File: src/rtl/keyword_command_fsm.sv
// Keyword command sequencer: arms on a wake word, issues the next valid keyword
// as a valid/ready command within a timeout window, and counts completed commands.
module keyword_command_fsm #(
   parameter logic [3:0]  SILENCE_ID     = 4'd0,
   parameter logic [3:0]  WAKE_ID        = 4'd1,
   parameter int unsigned NUM_KEYWORDS   = 10,
   parameter int unsigned TIMEOUT_CYCLES = 50000000,
   parameter int unsigned TMR_W          = 26
) (
   input  logic       clk,
   input  logic       rst,
   input  logic [3:0] keyword_in,
   input  logic       cmd_ready,
   output logic       cmd_valid,
   output logic [3:0] cmd_id,
   output logic       armed,
   output logic       timeout_pulse,
   output logic [7:0] event_count
);

   localparam int unsigned KW_W     = 4;
   localparam int unsigned KW_EXT_W = KW_W + 1;
   localparam int unsigned CNT_W    = 8;

   localparam logic [TMR_W-1:0]    TMR_LOAD = TMR_W'(TIMEOUT_CYCLES - 1);
   localparam logic [KW_EXT_W-1:0] NUM_KW   = KW_EXT_W'(NUM_KEYWORDS);

   typedef enum logic [1:0] {
      S_IDLE  = 2'd0,
      S_ARMED = 2'd1,
      S_ISSUE = 2'd2
   } state_t;

   state_t             state, state_nxt;
   logic [KW_W-1:0]    prev_kw;
   logic [TMR_W-1:0]   timer, timer_nxt;
   logic               cmd_valid_nxt;
   logic [KW_W-1:0]    cmd_id_nxt;
   logic               armed_nxt;
   logic               timeout_pulse_nxt;
   logic [CNT_W-1:0]   event_count_nxt;
   logic               kw_event_c;
   logic               is_wake_c;

   // A new, valid, non-silent keyword appeared on this cycle
   assign kw_event_c = (keyword_in != prev_kw) &&
                       (keyword_in != SILENCE_ID) &&
                       ({1'b0, keyword_in} < NUM_KW);
   assign is_wake_c  = (keyword_in == WAKE_ID);

   // Next-state and next-output logic
   always_comb begin
      state_nxt         = state;
      timer_nxt         = timer;
      cmd_valid_nxt     = cmd_valid;
      cmd_id_nxt        = cmd_id;
      timeout_pulse_nxt = 1'b0;
      event_count_nxt   = event_count;

      case (state)
         S_IDLE: begin
            if (kw_event_c && is_wake_c) begin
               state_nxt = S_ARMED;
               timer_nxt = TMR_LOAD;
            end
         end
         S_ARMED: begin
            // An event always beats an expiring timer
            if (kw_event_c) begin
               if (is_wake_c) begin
                  timer_nxt = TMR_LOAD;
               end else begin
                  cmd_id_nxt    = keyword_in;
                  cmd_valid_nxt = 1'b1;
                  state_nxt     = S_ISSUE;
               end
            end else if (timer == '0) begin
               state_nxt         = S_IDLE;
               timeout_pulse_nxt = 1'b1;
            end else begin
               timer_nxt = timer - TMR_W'(1);
            end
         end
         S_ISSUE: begin
            if (cmd_ready) begin
               cmd_valid_nxt   = 1'b0;
               event_count_nxt = event_count + CNT_W'(1);
               state_nxt       = S_IDLE;
            end
         end
         default: begin
            state_nxt     = S_IDLE;
            cmd_valid_nxt = 1'b0;
         end
      endcase

      armed_nxt = (state_nxt == S_ARMED);
   end

   // State and output registers with synchronous active-low reset
   always_ff @(posedge clk) begin
      if (!rst) begin
         state         <= S_IDLE;
         prev_kw       <= SILENCE_ID;
         timer         <= '0;
         cmd_valid     <= 1'b0;
         cmd_id        <= '0;
         armed         <= 1'b0;
         timeout_pulse <= 1'b0;
         event_count   <= '0;
      end else begin
         state         <= state_nxt;
         prev_kw       <= keyword_in;
         timer         <= timer_nxt;
         cmd_valid     <= cmd_valid_nxt;
         cmd_id        <= cmd_id_nxt;
         armed         <= armed_nxt;
         timeout_pulse <= timeout_pulse_nxt;
         event_count   <= event_count_nxt;
      end
   end

endmodule

File: config.mk
export PLATFORM = sky130hd
export DESIGN_NAME = keyword_command_fsm
export DESIGN_NICKNAME = d
export VERILOG_FILES = /design/src/rtl/keyword_command_fsm.sv
export SDC_FILE = /design/constraint.sdc
export NUM_CORES = 1
export LEC_CHECK = 0
export BUFFER_PORTS_ARGS = -buffer_cell sky130_fd_sc_hd__buf_4
export CORE_UTILIZATION = 53
export CTS_CLUSTER_DIAMETER = 30
export DETAILED_ROUTE_END_ITERATION = 16
export GPL_ROUTABILITY_DRIVEN = 0
export PLACE_DENSITY = 0.81
export RECOVER_POWER = 100
export SLEW_MARGIN = 20
export SYNTH_ARGS = -nofsm -noshare
export SYNTH_HDL_FRONTEND = slang
export SYNTH_SLANG_ARGS = --single-unit
File: constraint.sdc
create_clock -name clk -period 2.2 [get_ports clk]
set_input_delay 0.33 -clock clk [delete_from_list [all_inputs] [get_ports clk]]
set_output_delay 0.33 -clock clk [all_outputs]
set_load 0.005 [all_outputs]
==> flow_summary.ini <==
[final_layout]
drive_above_1_share_pct = 27.4
fin_util_pct = 72.4
antenna_cells = 0
final_cell_mix = 43 x dfxtp_1, 40 x buf_4, 25 x nor2_1, 15 x clkbuf_4, 13 x or4_1
final_cells = 367
final_common_cell = dfxtp_1
areaGrowthSynthToFinish_pct = 28.7
final_area_um2 = 2960
nets = 325

[detailed_routing]
viasPerCell = 6.21
drt_iter0_markers = 170
first_pass_iters = 4
drt_wl_total_mm = 5.74
routedWlPerCell_um = 15.6
drc = 0
routed-via-count = 2280
antenna_left = 0

[critical_path]
cp_common_cell = or4_4
critPathMaxFanout = 4
path_cells = or4_4 > or4_4 > or4_4 > or4_1 > a21oi_1
r2r_slack_ns = -0.27
slowest_stage = or4_4
crit_path_max_incr_delay_ns = 0.56
cp.arrival_ns = 2.70
path_buf_inv = 0
r2r-start = timer[9]$_SDFFE_PN0P_
crit_family = simple AND/OR/NAND/NOR gates
cp-end-kind = flip-flop
startpoint_type = flip-flop
worstPathRequired_ns = 2.43
r2r_end = timer[24]$_SDFFE_PN0P_
worstSetupPathType = reg -> reg
crit_cells = 5
reg2reg_depth = 5

[floorplanning]
die_h_um = 67.8
fp.dieW_um = 67.8
dieArea_um2 = 4600
initial_core_util_pct = 56.2
io_pins = 22
coreArea_um2 = 4090
core.rowCount = 23

[power_and_ir_drop]
p_clk_share_pct = 26.9
power_frac_seq_pct = 44.0
p_leak_uw = 0.00119
p_int_uw = 1420
comb_power_share_pct = 29.1
powerDensity_nw_per_um2 = 688
peakVddDrop_uv = 372
swShare_pct = 30.2
p_sw_uw = 614

[sta]
hold_viol_final = 0
max_slew_margin_pct = 66.3
max_clock_freq_mhz = 405
rsz0062_at_grt = true
drv_slew = 0
worst_pin_slew_ns = 0.504
setup_ws_ns = -0.269
fin_skew_ns = 0.0141
setup_viol = 27
period_share_pct = 112
timing.hold.ws_ns = 0.255
period_minus_slack_ns = 2.47

[synth]
synth_area_um2 = 2300
ys_warn_count = 0
synth-seq-cells = 47
synth_cell_types = 49
yosysSeqAreaShare_pct = 41.0
synthCells = 258
synth_ff_type = dfxtp_1
synthArstFlopShare_pct = 0
synth_edf_count = 0
postSynthAreaPerCell_um2 = 8.90
synth_nets = 267

[placed_design]
place_area_um2 = 2760
dp_hpwl_mm = 3.85
dp.cells = 351
portBuffers = 21
dp_worst_setup_slack_ns = -0.236

[global_routing]
grt_pass1_wl_mm = 9.36
grt_antenna_before_repair = 0
grt_pass1_vias = 1996
grt_util_all_layers_pct = 27.6
grt-ovfl-total = 0
grt_max_degree = 37

[cts]
clk_path_buf_depth = 2
clk_latency_ns = 0.31
cts_tree = yes
numClockSinks = 47
cts_root_buffer = clkbuf_8
cts_buffers = 5
ctsHtreeMaxLevel = 2
path_clk_slew_ns = 0.09

[min_path]
min_to = prev_kw[1]$_SDFF_PN0_
hp-start = keyword_in[1]
holdPathStages = 2
hp-class = in -> reg

[outcome]
outcome = finished, violations left
violations = setup timing

[flow_run]
drv_cap = 0
power by group through the flow:
stage,logic [uW],registers (uW),clock network (uW)
finish,592,895,547
global route,643,898,603
CTS,501,895,559
detailed placement,462,915,0
global placement,454,913,0
floorplan,290,914,0
cell families after synthesis:
logic type               synth area share (%)
flip-flops                               41.0
multiplexers                             2.18
AO/OA/AOI/OAI                            18.5
buffers and inverters                    2.83
XOR/XNOR                                 4.19
AND/OR/NAND/NOR                          30.3
adder cells (fa/ha/maj)                  1.09
metrics by stage:
step / TNS (ns) / power (uW)
3_3_place_gp: -1.90 / 1370
3_5_place_dp: -2.42 / 1380
6_report: -3.16 / 2030
4_1_cts: -2.23 / 1950
5_1_grt: -4.95 / 2140
2_1_floorplan: -0.405 / 1200
per-layer routing:
layer	GRT usage [%]	share of wire, %	up-vias
li1	-	-	1123
met1	38.0	46	1068
met2	42.0	46	80
met3	7.00	6.7	9
met4	9.11	1.9	0
met5	0	0	-
registers in the layout, indices dropped and copies added (netlist names):
name and cells:
armed 1, cmd_id 4, cmd_valid 1, event_count 8, prev_kw 4, state 2, timeout_pulse 1, timer 26
worst max path at each step:
stage	endpoint	startpoint
final	timer[24]$_SDFFE_PN0P_	timer[9]$_SDFFE_PN0P_
after global routing	timer[24]$_SDFFE_PN0P_	timer[9]$_SDFFE_PN0P_
after CTS	timer[24]$_SDFFE_PN0P_	timer[15]$_SDFFE_PN0P_
after detailed placement	timer[24]$_SDFFE_PN0P_	timer[15]$_SDFFE_PN0P_
after global placement	timer[24]$_SDFFE_PN0P_	timer[15]$_SDFFE_PN0P_
after floorplan	timer[24]$_SDFFE_PN0P_	timer[15]$_SDFFE_PN0P_
layout make-up:
cell class	count	area [um^2]
multi-input combinational	195	1330
tap	50	62.6
fill	315	1130
inverter	4	15.0
clock buffer	7	86.3
timing repair buffer	63	504
sequential	47	946
clock inverter	1	8.76
synth_stat cells (all sizes together), types with 5 or more instances:
library cell | number | area share (%)
nand4 | 12 | 3.3
o31a | 5 | 1.9
o21ai | 7 | 1.5
o31ai | 11 | 3.6
nand2 | 10 | 1.6
and2 | 7 | 1.9
nand3 | 8 | 1.7
or4 | 17 | 6.0
xnor2 | 6 | 2.3
clkbuf | 9 | 1.5
or3 | 6 | 1.6
xor2 | 5 | 1.9
mux2i | 5 | 2.2
nor2 | 26 | 4.2
nor4 | 8 | 2.2
a21oi | 9 | 2.0
a31oi | 6 | 1.6
dfxtp | 47 | 41
nor3 | 7 | 1.5
what timing repair did:
action / 4_1_cts / 5_1_grt
gates cloned: 1 / 1
setup endpoints to repair: 27 / 28
pin swaps: 5 / 4
hold buffers: 0 / 0
buffers inserted: 1 / 6
resized for setup: 5 / 8
Power figures use the tool's default switching activity.
